**src/rtl/gbuff_feeder.sv**
```systemverilog
// gbuff_feeder: streams a run of consecutive global-buffer words into the
// systolic array, one byte lane per PE row, with zero padding on idle lanes
// and a one-cycle done pulse at the end of the run.
// Build option: define FEEDER_SKEW_EN to delay lane i by i extra cycles
// (diagonal skew). Without it, all lanes of a word leave together.

// One PE-row lane: an entry register followed by DEPTH-1 skew registers.
// Invalid words are zeroed on entry, so padding stays zero down the pipe.
module gbuff_feeder_lane #(
  parameter int DATA_SIZE = 8,
  parameter int DEPTH     = 1
) (
  input  logic                 clk,
  input  logic                 rst,
  input  logic                 i_vld,
  input  logic [DATA_SIZE-1:0] i_data,
  output logic                 o_vld,
  output logic [DATA_SIZE-1:0] o_data
);
  logic [DEPTH-1:0]                r_vld_pipe;
  logic [DEPTH-1:0][DATA_SIZE-1:0] r_data_pipe;

  // shift valid and data together; stage 0 is the lane entry stage
  always_ff @(posedge clk or negedge rst) begin
    if (!rst) begin
      r_vld_pipe  <= '0;
      r_data_pipe <= '0;
    end else begin
      r_vld_pipe[0]  <= i_vld;
      r_data_pipe[0] <= i_vld ? i_data : '0;
      for (int k = 1; k < DEPTH; k++) begin
        r_vld_pipe[k]  <= r_vld_pipe[k-1];
        r_data_pipe[k] <= r_data_pipe[k-1];
      end
    end
  end

  assign o_vld  = r_vld_pipe[DEPTH-1];
  assign o_data = r_data_pipe[DEPTH-1];
endmodule

module gbuff_feeder #(
  parameter int ARRAY_SIZE = 4,
  parameter int DATA_SIZE  = 8,
  parameter int WORD_SIZE  = 32,
  parameter int INDX_SIZE  = 8
) (
  input  logic                           clk,
  input  logic                           rst,
  input  logic                           start,
  input  logic [INDX_SIZE-1:0]           base_addr,
  input  logic [7:0]                     k_len,
  output logic                           gbuff_wr_en,
  output logic [INDX_SIZE-1:0]           gbuff_index,
  input  logic [WORD_SIZE-1:0]           gbuff_data,
  output logic [ARRAY_SIZE*DATA_SIZE-1:0] row_data,
  output logic [ARRAY_SIZE-1:0]          row_valid,
  output logic                           busy,
  output logic                           done
);
`ifdef FEEDER_SKEW_EN
  localparam bit SKEW_EN = 1'b1;
`else
  localparam bit SKEW_EN = 1'b0;
`endif

  // DRAIN covers the read-valid stage, the lane entry stage and, with skew,
  // the ARRAY_SIZE-1 extra registers on the slowest lane.
  localparam int DRAIN_CYC = SKEW_EN ? ARRAY_SIZE + 1 : 2;
  localparam int DCNT_W    = $clog2(DRAIN_CYC + 1);
  localparam logic [DCNT_W-1:0] DRAIN_LAST = DCNT_W'(DRAIN_CYC - 1);

  typedef enum logic [1:0] {S_IDLE, S_READ, S_DRAIN, S_DONE} state_t;

  state_t                r_state, w_nxt;
  logic [7:0]            r_len;
  logic [7:0]            r_cnt;
  logic [INDX_SIZE-1:0]  r_index;
  logic [DCNT_W-1:0]     r_dcnt;
  logic                  r_zhold;
  logic                  r_rvld;
  logic                  w_accept;
  logic                  w_last;
  logic                  w_done;

  assign w_last = (r_cnt == r_len - 8'd1);

  // A zero-length job spends one settling cycle in DONE with done low, so
  // its pulse lands two cycles after start like any other short job.
  assign w_done = (r_state == S_DONE) && !r_zhold;

  // state register
  always_ff @(posedge clk or negedge rst) begin
    if (!rst) r_state <= S_IDLE;
    else      r_state <= w_nxt;
  end

  // next-state logic; start is only looked at in IDLE
  always_comb begin
    w_nxt    = r_state;
    w_accept = 1'b0;
    case (r_state)
      S_IDLE: begin
        if (start) begin
          w_accept = 1'b1;
          w_nxt    = (k_len == 8'd0) ? S_DONE : S_READ;
        end
      end
      S_READ:  if (w_last)               w_nxt = S_DRAIN;
      S_DRAIN: if (r_dcnt == DRAIN_LAST) w_nxt = S_DONE;
      S_DONE:  if (!r_zhold)             w_nxt = S_IDLE;
      default: w_nxt = S_IDLE;
    endcase
  end

  // job latch, word counter and read index; index wraps at 2^INDX_SIZE and
  // holds its last value outside READ
  always_ff @(posedge clk or negedge rst) begin
    if (!rst) begin
      r_len   <= '0;
      r_cnt   <= '0;
      r_index <= '0;
      r_zhold <= 1'b0;
    end else if (w_accept) begin
      r_len   <= k_len;
      r_cnt   <= '0;
      r_zhold <= (k_len == 8'd0);
      if (k_len != 8'd0) r_index <= base_addr;
    end else begin
      if (r_state == S_READ && !w_last) begin
        r_cnt   <= r_cnt + 8'd1;
        r_index <= r_index + INDX_SIZE'(1);
      end
      if (r_state == S_DONE) r_zhold <= 1'b0;
    end
  end

  // drain wait counter, idle at zero outside DRAIN
  always_ff @(posedge clk or negedge rst) begin
    if (!rst)                     r_dcnt <= '0;
    else if (r_state == S_DRAIN)  r_dcnt <= r_dcnt + DCNT_W'(1);
    else                          r_dcnt <= '0;
  end

  // read-valid pipe: marks the cycle the buffer returns a requested word
  always_ff @(posedge clk or negedge rst) begin
    if (!rst) r_rvld <= 1'b0;
    else      r_rvld <= (r_state == S_READ);
  end

  // per-row lanes; lane i is i cycles deeper when skew is on
  for (genvar gi = 0; gi < ARRAY_SIZE; gi++) begin : g_lane
    gbuff_feeder_lane #(
      .DATA_SIZE (DATA_SIZE),
      .DEPTH     (SKEW_EN ? gi + 1 : 1)
    ) u_lane (
      .clk    (clk),
      .rst    (rst),
      .i_vld  (r_rvld),
      .i_data (gbuff_data[DATA_SIZE*gi +: DATA_SIZE]),
      .o_vld  (row_valid[gi]),
      .o_data (row_data[DATA_SIZE*gi +: DATA_SIZE])
    );
  end

  assign gbuff_wr_en = 1'b0;
  assign gbuff_index = r_index;
  assign busy        = (r_state != S_IDLE);
  assign done        = w_done;
endmodule

```
**config.mk**
```make
export PLATFORM = sky130hd
export DESIGN_NAME = gbuff_feeder
export DESIGN_NICKNAME = d
export VERILOG_FILES = /design/src/rtl/gbuff_feeder.sv
export SDC_FILE = /design/constraint.sdc
export NUM_CORES = 1
export LEC_CHECK = 0
export ABC_CLOCK_PERIOD_IN_PS = 2400
export CORE_MARGIN = 2
export CORE_UTILIZATION = 25
export DETAILED_ROUTE_END_ITERATION = 8
export PLACE_DENSITY_LB_ADDON = 0.08
export SLEW_MARGIN = 20
export SYNTH_ARGS = -nofsm -noshare
export SYNTH_HDL_FRONTEND = slang
export SYNTH_SLANG_ARGS = --single-unit
```
**constraint.sdc**
```tcl
create_clock -name clk -period 2.4 [get_ports clk]
set_clock_uncertainty 0.05 [all_clocks]
set_input_delay 0.72 -clock clk [delete_from_list [all_inputs] [get_ports clk]]
set_output_delay 0.72 -clock clk [all_outputs]
set_load 0.02 [all_outputs]
```
; ---- Word-level counts from Yosys, hierarchy flattened
; Index checks and enable logic that the tools add are counted.
[op_classes]
add_sub_neg = 4
n_eq_ne = 10
muxes = 20
reduce_logical = 12
[op_table]
columns = operator, n
row1 = 8-bit two-way mux, 9
row2 = "8-bit by 1-bit adder with 8-bit output, second input constant", 2
row3 = 2-bit two-way mux, 6
row4 = 8-bit == test, 1
row5 = 8-bit logical NOT, 1
row6 = "2-bit inequality test, second input constant", 4
row7 = 2-bit one-hot mux with 4 select lines, 1
row8 = 8-bit nonzero test, 1
row9 = "8-bit by 1-bit subtractor with 8-bit output, second input constant", 1
row10 = 2-bit nonzero test, 3
row11 = "2-bit by 1-bit == test with 1-bit output, second input constant", 2
row12 = "2-bit == test, second input constant", 2
row13 = 1-bit two-way mux, 4
row14 = 4-bit AND reduction, 1
row15 = "2-bit by 1-bit adder with 2-bit output, second input constant", 1
row16 = 1-bit logical AND, 2
row17 = 1-bit logical NOT, 2
row18 = 2-bit logical NOT, 1
row19 = "2-bit by 1-bit inequality test with 1-bit output, second input constant", 1
row20 = 2-bit AND reduction, 1
[word_totals]
ff_bits = 63
inputBits = 51
output_inout_bits = 47
elab_cells = 58

; ---- Depth between registers and ports, before layout
[depth]
word_depth = 6
mapped_depth = 9

; ---- Hierarchy
; Synthesis repeated with hierarchy kept, for this count alone.
[hier_totals]
cells_unflattened = 272
hier_area_um2 = 2967.8
[by_module_without_submodules]
columns = module, instances, cells_each, area_each_um2
row1 = gbuff_feeder, 1, 204, 1866.8
row2 = gbuff_feeder_lane, 4, 17, 275.3

; ---- Worst setup path after synthesis
; No wires, ideal clock.
[synth_path]
kind = reg-to-reg
from = register r_len[0]
to = register r_index[0], in the netlist gbuff_index[0]
setup_time_ns = 0.123
t_arrival_ns = 1.967
required_time_ns = 2.227
slack_ns = 0.260
path_stages_with_launch = 10
path_cell_list = dfrtp_1 inv_1 ha_1 nand2b_1 o211a_1 o31a_1 o31ai_4 buf_6 a21oi_1 o221a_1
[synth_via]
elab_chain_len = 6
[synth_rtl]
columns = item, line_no
row1 = "start, declared", 76  ; logic [7:0] r_len;
row2 = "start signal, assigned", 125  ; r_len <= k_len;
row3 = 8-bit by 1-bit subtractor with 8-bit output, 86  ; assign w_last = (r_cnt == r_len - 8'd1);
row4 = 8-bit == test, 86
row5 = 1-bit logical NOT, 130  ; if (r_state == S_READ && !w_last) begin
row6 = 1-bit logical AND, 130
row7 = 2-bit nonzero test (no line), --
row8 = 2-bit AND reduction (no line), --
row9 = "end signal, assigned", 128  ; if (k_len != 8'd0) r_index <= base_addr;
row10 = "end signal, assigned", 132  ; r_index <= r_index + INDX_SIZE'(1);
row11 = "end, declared", 78  ; logic [INDX_SIZE-1:0] r_index;
; Every way passes these cells.
; A chain may end at the register's enable or synchronous reset.

; ---- Final worst setup path
[layout_path]
from = register r_len[0]
to = register r_cnt[5]
[layout_via]
elab_chain_len = 5
[layout_rtl]
columns = item, line_no
row1 = 8-bit by 1-bit subtractor with 8-bit output, 86
row2 = 8-bit == test, 86
row3 = 1-bit logical NOT, 130
row4 = 1-bit logical AND, 130
row5 = 2-bit nonzero test (no line), --
row6 = "end signal, assigned", 131  ; r_cnt <= r_cnt + 8'd1;
row7 = "end, declared", 77  ; logic [7:0] r_cnt;
; Every way passes these cells.

==> flow_summary.toml <==
[logic_synthesis]
syn_area_per_cell_um2 = 10.5
netlist_area_um2 = 2940
synth_simple_gate_area_frac = 0.232
synth.distinct_cells = 49
ys_seq_area_frac = 0.536
ys_seq_elements = 63
synthTopCellsByArea = "dfrtp_1 54%, and2_1 6.8%, nand2_1 4.0%, ha_1 3.8%, a21oi_1 2.0%"
yosysTopAreaCell = "dfrtp_1"
async_flop_share = 1.00
synth_compound_area_frac = 0.112
synth_warnings = 0
synth_edf_count = 0
syn_nets = 341
synth_top_family_by_area = "simple AND/OR/NAND/NOR gates"
synthAdderAreaFrac = 0.0383
syn-instance-count = 281
synth_mux_area_frac = 0.0102
synth_xor_area_frac = 0.0268
synth_ff_type = "dfrtp_1"
synth.most_common_cell = "dfrtp_1"
synth_top_area_share = 0.536
synthTopCellsByCount = "63 x dfrtp_1, 32 x and2_1, 31 x nand2_1, 16 x nor2_1"

[worst_setup_path]
crit_top_cell = "a21oi_1"
crit_required_ps = 2600
crit_slowest_cell = "or4_1"
path_delay_family = "simple AND/OR/NAND/NOR gates"
worstSetupStartpointType = "flip-flop"
crit_fanout = 16
end_kind = "flip-flop"
arrival_ps = 2510
critical_path.max_stage_delay_ps = 490
crit_type = "flip-flop to flip-flop"
timing.rr.start = "r_len[0]$_DFFE_PN0P_"
crit_chain = "inv_1 > ha_1 > nand2b_1 > a21oi_1 > o31a_1 > o31ai_4 > buf_12 > or4_1 > a21oi_1"
cp_num_buf_inv = 2
cp-startpoint = "r_len[0]$_DFFE_PN0P_"

[global_routing]
grt_use_total = 0.128
grtUsageMet2 = 0.215
met1_usage = 0.158
grt_pass1_vias = 2438
grt_pass1_wl_mm = 12.7
grt_max_degree = 34
antenna_found_initial = 0
overflow = 0
grtUsageMet3 = 0.0437
top_usage_layer = "met2"

[power]
ir_worst_vdd_mv = 0.516
leakage_nw = 1.95
powerDensity_nw_per_um2 = 1200
p_total_mw = 5.42

[min_path]
hold_path_class = "primary input to async pin"

[final_layout]
final_util = 0.392
nets = 457
area_growth_pct = 53.0
diodes = 0
final_area_um2 = 4500
drive_above_1_share = 0.120

[detailed_routing]
routed_wl_mm = 7.77
drt-pass1-iter-count = 4
ant_nets = 0
post_drt_wl_per_cell_um = 14.3
first_iter_violations = 91
routed_via_density = 4.43
route.vias.total = 2410
drc = 0

[timing]
max_freq_ghz = 0.432
worstMarginPinSlew_ps = 784
rsz0062_at_grt = "true"
finalSetupTns_ps = 0
hold_viol_final = 0
min_period_ps = 2310
fin_crit_sh = 0.964
setup_viol = 0
slew_violations = 0
relSlewSlack = 0.478

[place]
place_area_um2 = 4200
place.gp.congestion = 0.740
place_hpwl_mm = 5.71
port-buffer-count = 96

[die]
ioPinCount = 98
coreArea_um2 = 11500
die_h_um = 112
die-area_um2 = 12600
initial_utilization = 0.257
row_count = 39
die_width_um = 112

[clocking]
cts.sinks = 63
post_cts_buffers = 0
cts_made_buffers = 9
cts.clk_slew.worst_paths_ps = 50
clk_latency_ps = 320
cts_htree_levels = 3
cts_root_buf = "clkbuf_16"
cts_max_path_buffers = 2
cts_tree = "yes"

[status]
status = "finished clean"

[flow_run]
max-cap-violations = 0
## worst paths after layout
path / cells past startpoint / endpoint / slack [ps]
worst max-delay path: 9 / r_cnt[5]$_DFFE_PN0P_ / 90
worst min-delay path: 1 / g_lane[2].u_lane.o_data[4]$_DFF_PN0_ / 330
worst max register to register: 9 / r_cnt[5]$_DFFE_PN0P_ / 90
worst min register to register: 1 / r_dcnt[0]$_DFF_PN0_ / 380
max in group asynchronous: 2 / r_cnt[6]$_DFFE_PN0P_ / 1420
min in group clk: 1 / r_dcnt[0]$_DFF_PN0_ / 380
## metal layers
layer | up-vias | part of all wire
met1 | 1162 | 0.44
met4 | 0 | 0.0082
met5 | - | 0
met2 | 47 | 0.50
li1 | 1197 | -
met3 | 4 | 0.052
## per-stage QoR
stage                     setup WS, ps  std cells  hold slack (ps)
after global placement            -156        529              374
after global routing             -32.6        544              352
after detailed placement          -180        529              384
final                             86.0        544              327
after CTS                         81.4        544              335
after floorplan                    260        281              359
## flip-flops by register name (all words and copies together) (netlist names)
name	flops
r_rvld	1
r_zhold	1
r_state	2
g_lane.u_lane.o_vld	1
gbuff_index	8
r_dcnt	2
r_len	8
r_cnt	8
g_lane.u_lane.o_data	32
## power breakdown
group,switching (mW),internal (mW)
Clock,0.452,0.853
Sequential,0.328,1.39
Combinational,1.22,1.17
## area by class of cell
type / count / area (um^2)
fillers: 1168 / 6970
repair buffers: 119 / 1160
inverters: 12 / 45.0
clock buffers: 12 / 256
flip-flops and latches: 63 / 1580
clock inverters: 3 / 42.5
well taps: 143 / 179
multi-input cells: 192 / 1240
## kinds of logic (layout without fill, tap and decap cells)
| logic type | Yosys count | in the layout |
|---|---|---|
| AND/OR/NAND/NOR | 125 | 125 |
| flip-flops | 63 | 63 |
| AO/OA/AOI/OAI | 45 | 45 |
| multiplexers | 3 | 3 |
| other | 1 | 1 |
| adder cells (fa/ha/maj) | 9 | 9 |
| XOR/XNOR | 9 | 9 |
| buffers and inverters | 26 | 146 |
## layout by cell type, fill, tap and decap left out, types with 5 or more instances in the layout
cell and n:
nor3_1 7, xor2_1 5, or3_1 7, a21oi_1 12, inv_1 12, buf_4 20
dfrtp_1 63, ha_1 9, clkbuf_16 9, nand3_1 8, and2_1 32, o21ai_0 9
clkdlybuf4s50_1 93, nand2_1 31, nor2_1 16
## what timing repair did
action                                  CTS  global route
hold buffers                              0             0
gates resized for setup                   2             0
pin swaps                                 0             1
endpoints found under the setup margin    2             4
Power figures use the tool's default switching activity.
